### config.mk
export PLATFORM = sky130hd
export DESIGN_NAME = keypad_entry_ctrl
export DESIGN_NICKNAME = d
export VERILOG_FILES = /design/src/rtl/keypad_entry_ctrl.sv
export SDC_FILE = /design/constraint.sdc
export NUM_CORES = 1
export LEC_CHECK = 0
export CORE_ASPECT_RATIO = 0.9
export CORE_MARGIN = 2
export CORE_UTILIZATION = 53
export CTS_BUF_LIST = sky130_fd_sc_hd__clkbuf_16
export CTS_CLUSTER_SIZE = 24
export DETAILED_ROUTE_END_ITERATION = 7
export HOLD_SLACK_MARGIN = 0.1
export PLACE_DENSITY = 0.79
export SLEW_MARGIN = 15
export SYNTH_ARGS = -nofsm -noshare
export SYNTH_HDL_FRONTEND = slang
export SYNTH_SLANG_ARGS = --single-unit
### constraint.sdc
create_clock -name clk -period 2.9 [get_ports clk]
set_clock_uncertainty 0.1 [all_clocks]
set_input_delay 0.435 -clock clk [delete_from_list [all_inputs] [get_ports clk]]
set_output_delay 0.435 -clock clk [all_outputs]
set_load 0.02 [all_outputs]
### src/rtl/keypad_entry_ctrl.sv
// rtl/keypad_entry_ctrl.sv - keypad code-entry controller with open, error and lockout sequencing
//
// Purpose: turns debounced keypad presses into a DIGITS-long hex code, checks it
// against code_ref and drives unlock/error/locked for display and actuator logic.
// Ports:
//   clk, rst_n   clock and asynchronous active-low reset
//   key_num      debounced key code (0-F); digits 0-9, A=enter, B=backspace, C=clear
//   key_pressed  debounced press level
//   code_ref     reference code, nibble [3:0] is the last digit entered
//   entry        current entry, right-justified, [3:0] newest digit
//   entry_cnt    digits currently in the buffer
//   unlock       high throughout OPEN
//   error        one-cycle pulse on a failed check
//   locked       high throughout LOCKOUT
//   state        IDLE=0 ENTRY=1 CHECK=2 OPEN=3 LOCKOUT=4
module keypad_entry_ctrl #(
  parameter int DIGITS      = 4,
  parameter int TIMEOUT_CYC = 5000,
  parameter int OPEN_CYC    = 3000,
  parameter int LOCK_CYC    = 10000,
  parameter int MAX_FAIL    = 3
) (
  input  logic                  clk,
  input  logic                  rst_n,
  input  logic [3:0]            key_num,
  input  logic                  key_pressed,
  input  logic [4*DIGITS-1:0]   code_ref,
  output logic [4*DIGITS-1:0]   entry,
  output logic [2:0]            entry_cnt,
  output logic                  unlock,
  output logic                  error,
  output logic                  locked,
  output logic [2:0]            state
);

  localparam int EW      = 4 * DIGITS;
  localparam int MAX_AB  = (TIMEOUT_CYC > OPEN_CYC) ? TIMEOUT_CYC : OPEN_CYC;
  localparam int MAX_CYC = (MAX_AB > LOCK_CYC) ? MAX_AB : LOCK_CYC;
  localparam int TW      = $clog2(MAX_CYC + 1);
  localparam int FW      = $clog2(MAX_FAIL + 1);

  localparam logic [TW-1:0] TIMEOUT_LAST = TW'(TIMEOUT_CYC - 1);
  localparam logic [TW-1:0] OPEN_LAST    = TW'(OPEN_CYC - 1);
  localparam logic [TW-1:0] LOCK_LAST    = TW'(LOCK_CYC - 1);
  localparam logic [FW-1:0] FAIL_LAST    = FW'(MAX_FAIL - 1);
  localparam logic [2:0]    CNT_FULL     = 3'(DIGITS);

  localparam logic [3:0] KEY_ENTER = 4'hA;
  localparam logic [3:0] KEY_BACK  = 4'hB;
  localparam logic [3:0] KEY_CLEAR = 4'hC;

  typedef enum logic [2:0] {
    S_IDLE    = 3'd0,
    S_ENTRY   = 3'd1,
    S_CHECK   = 3'd2,
    S_OPEN    = 3'd3,
    S_LOCKOUT = 3'd4
  } state_t;

  state_t          cur, nxt;
  logic [EW-1:0]   entry_nx;
  logic [2:0]      cnt_nx;
  logic [TW-1:0]   timer, timer_nx;
  logic [FW-1:0]   fail_cnt, fail_nx;
  logic            key_pressed_d;
  logic            armed;
  logic            ev;
  logic            is_digit;
  logic            match;

  // armed stays low until the key has been seen released after reset, so a key
  // held through reset deassertion cannot produce an event.
  assign ev       = key_pressed & ~key_pressed_d & armed;
  assign is_digit = (key_num <= 4'd9);
  assign match    = (entry_cnt == CNT_FULL) && (entry == code_ref);

  always_ff @(posedge clk or negedge rst_n) begin
    if (!rst_n) begin
      key_pressed_d <= 1'b0;
      armed         <= 1'b0;
    end else begin
      key_pressed_d <= key_pressed;
      armed         <= armed | ~key_pressed;
    end
  end

  // State register
  always_ff @(posedge clk or negedge rst_n) begin
    if (!rst_n) begin
      cur <= S_IDLE;
    end else begin
      cur <= nxt;
    end
  end

  always_ff @(posedge clk or negedge rst_n) begin
    if (!rst_n) begin
      entry     <= '0;
      entry_cnt <= '0;
      timer     <= '0;
      fail_cnt  <= '0;
    end else begin
      entry     <= entry_nx;
      entry_cnt <= cnt_nx;
      timer     <= timer_nx;
      fail_cnt  <= fail_nx;
    end
  end

  // Next-state and datapath updates
  always_comb begin
    nxt      = cur;
    entry_nx = entry;
    cnt_nx   = entry_cnt;
    fail_nx  = fail_cnt;
    timer_nx = timer;
    case (cur)
      S_IDLE: begin
        if (ev && is_digit) begin
          entry_nx = EW'(key_num);
          cnt_nx   = 3'd1;
          nxt      = S_ENTRY;
        end
      end
      S_ENTRY: begin
        if (ev) begin
          // Any key, even an ignored one, counts as activity.
          timer_nx = '0;
          if (is_digit) begin
            if (entry_cnt < CNT_FULL) begin
              entry_nx = (entry << 4) | EW'(key_num);
              cnt_nx   = entry_cnt + 3'd1;
            end
          end else if (key_num == KEY_BACK) begin
            entry_nx = entry >> 4;
            cnt_nx   = entry_cnt - 3'd1;
            if (entry_cnt == 3'd1) nxt = S_IDLE;
          end else if (key_num == KEY_CLEAR) begin
            entry_nx = '0;
            cnt_nx   = '0;
            nxt      = S_IDLE;
          end else if (key_num == KEY_ENTER) begin
            nxt = S_CHECK;
          end
        end else if (timer == TIMEOUT_LAST) begin
          entry_nx = '0;
          cnt_nx   = '0;
          nxt      = S_IDLE;
        end else begin
          timer_nx = timer + 1'b1;
        end
      end
      S_CHECK: begin
        entry_nx = '0;
        cnt_nx   = '0;
        if (match) begin
          fail_nx = '0;
          nxt     = S_OPEN;
        end else begin
          fail_nx = fail_cnt + 1'b1;
          nxt     = (fail_cnt == FAIL_LAST) ? S_LOCKOUT : S_IDLE;
        end
      end
      S_OPEN: begin
        if ((ev && key_num == KEY_CLEAR) || timer == OPEN_LAST) begin
          nxt = S_IDLE;
        end else begin
          timer_nx = timer + 1'b1;
        end
      end
      S_LOCKOUT: begin
        if (timer == LOCK_LAST) begin
          fail_nx = '0;
          nxt     = S_IDLE;
        end else begin
          timer_nx = timer + 1'b1;
        end
      end
      default: begin
        nxt      = S_IDLE;
        entry_nx = '0;
        cnt_nx   = '0;
      end
    endcase
    // Every phase measures its own interval from zero.
    if (nxt != cur) timer_nx = '0;
  end

  // Outputs
  always_comb begin
    unlock = (cur == S_OPEN);
    locked = (cur == S_LOCKOUT);
    error  = (cur == S_CHECK) && !match;
  end

  assign state = cur;

endmodule
Word-level counts from Yosys, hierarchy flattened. Cells that the tools add are included.

Add/sub/neg operators: 4. $mul: 0. Divide/modulo/power cells: 0. Magnitude comparators: 2. Eq/ne operators: 23. Shift-type cells: 0. Mux-type cells: 38. Bitwise logic cells: 7. Reductions and logical operators: 13.

Operators with widths (count): 16-bit two-way mux (7); 14-bit two-way mux (5); 3-bit two-way mux (19); 16-bit one-hot mux with 3 select lines (1); 14-bit one-hot mux with 3 select lines (1); 16-bit == test (1); 16-bit by 4-bit OR with 16-bit output (1); 3-bit one-hot mux with 5 select lines (1); 14-bit by 1-bit adder with 14-bit output (second input constant) (1); 14-bit by 12-bit == test with 1-bit output (second input constant) (1); 14-bit by 13-bit == test with 1-bit output (second input constant) (1); 14-bit == test (second input constant) (1); 4-bit == test (second input constant) (3); 3-bit one-hot mux with 3 select lines (1); 4-bit != test (second input constant) (2); 3-bit by 1-bit == test with 1-bit output (second input constant) (2); 3-bit by 2-bit == test with 1-bit output (second input constant) (2); 3-bit == test (second input constant) (2); 3-bit by 2-bit != test with 1-bit output (second input constant) (2); 5-bit != test (second input constant) (1); 5-bit AND reduction (1); 4-bit <= comparator (second input constant) (1); 1-bit logical AND (4); 2-bit two-way mux (2); other kinds (21) (24).

Flip-flop bits (word level): 40. Bits in latches: 0. Bits in writable memories: 0. Memory bits (read-only): 0. Bits of input ports: 23. Output and inout port bits: 25. Word-level logic and storage cells: 94. Memories kept: 0.

Logic depth before layout (Yosys ltp).
Depth in word-level cells: 10. Mapped depth: 9. Depth with buffers taken out: 8.

Worst setup path before layout. No wires, ideal clock.

Kind: register -> register. Start point: register entry_cnt[1]. End point: register timer[10]. Setup time: 0.094 ns. Arrival: 2.121 ns. Required time: 2.706 ns. Slack: 0.585 ns. Cell stages (with the launch flop): 10. Path buffers: 1. Clock period less this slack: 2.315 ns. Cells stage by stage: dfrtp_1 -> inv_1 -> ha_1 -> nor2b_1 -> o2bb2ai_1 -> and3_1 -> o311a_1 -> a221o_1 -> buf_2 -> a211oi_1.

Longest elaborated chain between the ends: 9. Elaborated cells on any way between the ends: 16. Classes of those cells: 6 x eq/ne; 7 x mux; 3 x reduce/logical.

RTL lines: start: declaration (RTL line 29) `output logic [2:0] entry_cnt,`; start signal: assignment (RTL line 104) `entry_cnt <= cnt_nx;`; 3-bit by 1-bit == test with 1-bit output (RTL line 137) `if (entry_cnt == 3'd1) nxt = S_IDLE;`; 3-bit two-way mux (RTL line 137); 3-bit two-way mux (RTL line 134) `end else if (key_num == KEY_BACK) begin`; 3-bit two-way mux (RTL line 129) `if (is_digit) begin`; 3-bit two-way mux (RTL line 126) `if (ev) begin`; 3-bit one-hot mux with 5 select lines * (RTL line 117) `case (cur)`; 3-bit != test * (RTL line 186) `if (nxt != cur) timer_nx = '0;`; 4-bit != test (no line), or another cell as far along; 4-bit AND reduction (no line); end signal: assignment (RTL line 105) `timer <= timer_nx;`; end: declaration (RTL line 63) `logic [TW-1:0] timer, timer_nx;`.

Every way passes the cells marked *; elsewhere a longest branch is shown, timed or not. A chain may end at the register's enable or synchronous reset.

Worst setup path in the final report.
Start point: input port code_ref[3]. End point: output port error.

Longest elaborated chain between the ends: 4.

RTL lines: start: declaration (RTL line 27) `input logic [4*DIGITS-1:0] code_ref,`; 16-bit == test (RTL line 75) `assign match = (entry_cnt == CNT_FULL) && (entry == code_ref);`; 1-bit logical AND (RTL line 75); 1-bit zero test (RTL line 193) `error = (cur == S_CHECK) && !match;`; 1-bit logical AND (RTL line 193); end: declaration (RTL line 31) `output logic error,`.

No other way between the ends.

==> flow_summary.toml <==
[clocking]
post-cts-setup-buffers = 0
clk_latency_ps = 280
cts_tree = "built"
htreeDepth = 2
cts_root_buf = "clkbuf_16"
clkTransAtPathRegs_ps = 60
cts_max_path_buffers = 2
cts_resized = 1
clock-sinks = 40
cts_hold_buf = 0
cts_inserted_buffers = 5

[sta]
tightest_slew_ps = 874.5
post-route-period-util_pct = 97.21
hold_viol_final = 0
rsz0062_at_grt = "false"
max_freq_mhz = 354.7
setup_viol = 0
fin_crit_ps = 2819
tns_ps = 0
hold_ws_ps = 166.0
fin_ws_ps = 80.96
slew_headroom_pct = 41.70
slew_violations = 0

[pwr]
p_per_area_nw_per_um2 = 383.8
leakagePower_nw = 1.525
ir_drop_mv = 0.3408

[floorplanning]
coreArea_um2 = 4895
die_h_um = 71.90
placementRows = 24
dieArea_um2 = 5712
io_pins = 48
start_util_pct = 55.47
die_w_um = 79.45

[synthesis]
ys_seq_area_share_pct = 36.87
syn_inst = 279
synth_edf_count = 0
synth_simple_gate_area_share_pct = 22.86
yosysWarnings = 0
synthArstFlopShare_pct = 100.0
synth_compound_area_share_pct = 16.59
synth_top_family_by_area = "simple AND/OR/NAND/NOR gates"
synth_mux_area_share_pct = 9.355
syn_nets = 308
syn_area_per_cell_um2 = 9.732
ys_ff_latch = 40
synth_flop_cell = "dfrtp_1"
synthAdderAreaFrac_pct = 2.765
synth_xor_area_share_pct = 7.419
ys_types = 61
netlist_area_um2 = 2715

[worst_setup_path]
crit_path_start = "code_ref[3]"
critPathMaxFanout = 2
critPathCaptureType = "output port"
cp.required_ps = 2370
cp-endpoint = "error"
startpoint_type = "primary input"
rrSetupSlack_ps = 420
reg2reg_to = "timer[6]"
reg2reg_depth = 8
r2r-start = "entry_cnt[0]"
crit_type = "in2out"
arrival_ps = 2280

[job]
max_cap_viol_count = 0

[outcome]
outcome = "complete, no violations"

[finish]
mostFrequentLayoutCells = "clkdlybuf4s50_1 (45), dfrtp_1 (40), nand2_1 (18), buf_4 (17)"
utilization_pct = 71.80
area_growth_syn_to_layout_pct = 29.45
diodes = 0
finalNetCount = 367
fillers = 359
layout-drive-gt1-share_pct = 16.27
final_cell_count_no_fill = 403
layout_commonest_cell = "clkdlybuf4s50_1"

[routing]
drc = 0
drt_iter0_drc = 270
via_count = 2437
vias_per_cell = 6.047
wl_per_cell_um = 16.70
routed_wl_um = 6732
final_antenna_net_count = 0
drt_first_pass_iters = 5

[grt]
grt_pass1_vias = 2279
grt_antenna_before_repair = 0
grt_first_pass_wirelength_um = 11610
grt_overflow = 0
grt_max_degree = 41
track_usage_pct = 25.83

[placed_design]
pre_cts_ws_ps = -134.9
routabilityCongestion = 0.9045
placed_cells = 396
port_buffers = 47
hpwl_um = 4952

[min_path]
hold_class = "in2async"
==> flip-flops by register name (all words and copies together), names as in the netlist <==
name / cells
armed: 1
entry: 16
entry_cnt: 3
fail_cnt: 2
key_pressed_d: 1
state: 3
timer: 14
==> Yosys cell counts, types with 3 or more instances <==
cell type,count,area [µm²]
nand4_1,8,50.05
and3_1,7,43.79
mux2_4,6,90.09
nor2_1,15,56.30
nand3_1,10,50.05
dfrtp_1,40,1001
mux2i_1,4,40.04
a211oi_1,8,60.06
nand2_1,18,67.56
nor2b_1,4,25.02
buf_2,5,25.02
and2_1,3,18.77
xor2_1,8,70.07
ha_1,6,75.07
xnor2_1,15,131.4
a21oi_1,4,20.02
nor3_1,12,60.06
o21ai_0,8,40.04
or3_1,5,31.28
inv_1,9,33.78
a311oi_1,4,35.03
nand2b_1,3,18.77
mux2_2,11,123.9
a22o_1,11,96.34
clkbuf_1,6,22.52
o21bai_1,3,22.52
==> cell families after synthesis <==
logic type,count (synthesis)
AND/OR/NAND/NOR,108
AO/OA/AOI/OAI,59
flip-flops,40
XOR/XNOR,23
buffers and inverters,22
multiplexers,21
adder cells (fa/ha/maj),6
==> cell type report <==
type,instances,area [µm²],area share [%]
timing repair buffer,65,611.8,17.41
tap,65,81.33,2.314
sequential,40,1001,28.48
inverter,9,33.78,0.9612
multi-input combinational,217,1602,45.57
clock inverter,2,60.06,1.709
clock buffer,5,125.1,3.560
==> routing by layer <==
metal	vias up	global-route usage [%]	share of wire [%]
met5	-	0	0
met4	0	4.981	0.85
met3	8	4.353	6.2
met2	95	39.12	46
met1	1178	39.46	47
li1	1156	-	-
==> where the power goes <==
group	internal, mW	switching [mW]	total, mW
Sequential	0.559	0.000231	0.559
Clock	0.488	0.220	0.708
Combinational	0.0444	0.0375	0.0820
Total	1.09	0.257	1.35
==> through the flow <==
stage	cell area (µm²)	total power [mW]
floorplan	2715	0.5938
global placement	3331	0.6492
detailed placement	3331	0.6509
CTS	3515	1.354
global route	3515	1.392
finish	3515	1.349
==> worst max-delay path: stages <==
cell and delay [ps]:
clkdlybuf4s50_1 470, xnor2_1 120, nand3_1 100, or3_1 440, or2_0 240, and2_1 160, dlygate4sd2_1 320
==> worst min-delay path by stage <==
stage / from / end / slack, ps
final: rst_n / entry[8] / 170
after global routing: rst_n / entry[8] / 260
after CTS: rst_n / entry[8] / 210
after detailed placement: armed / armed / 370
after global placement: armed / armed / 370
after floorplan: rst_n / armed / 40
Power figures use the tool's default switching activity.
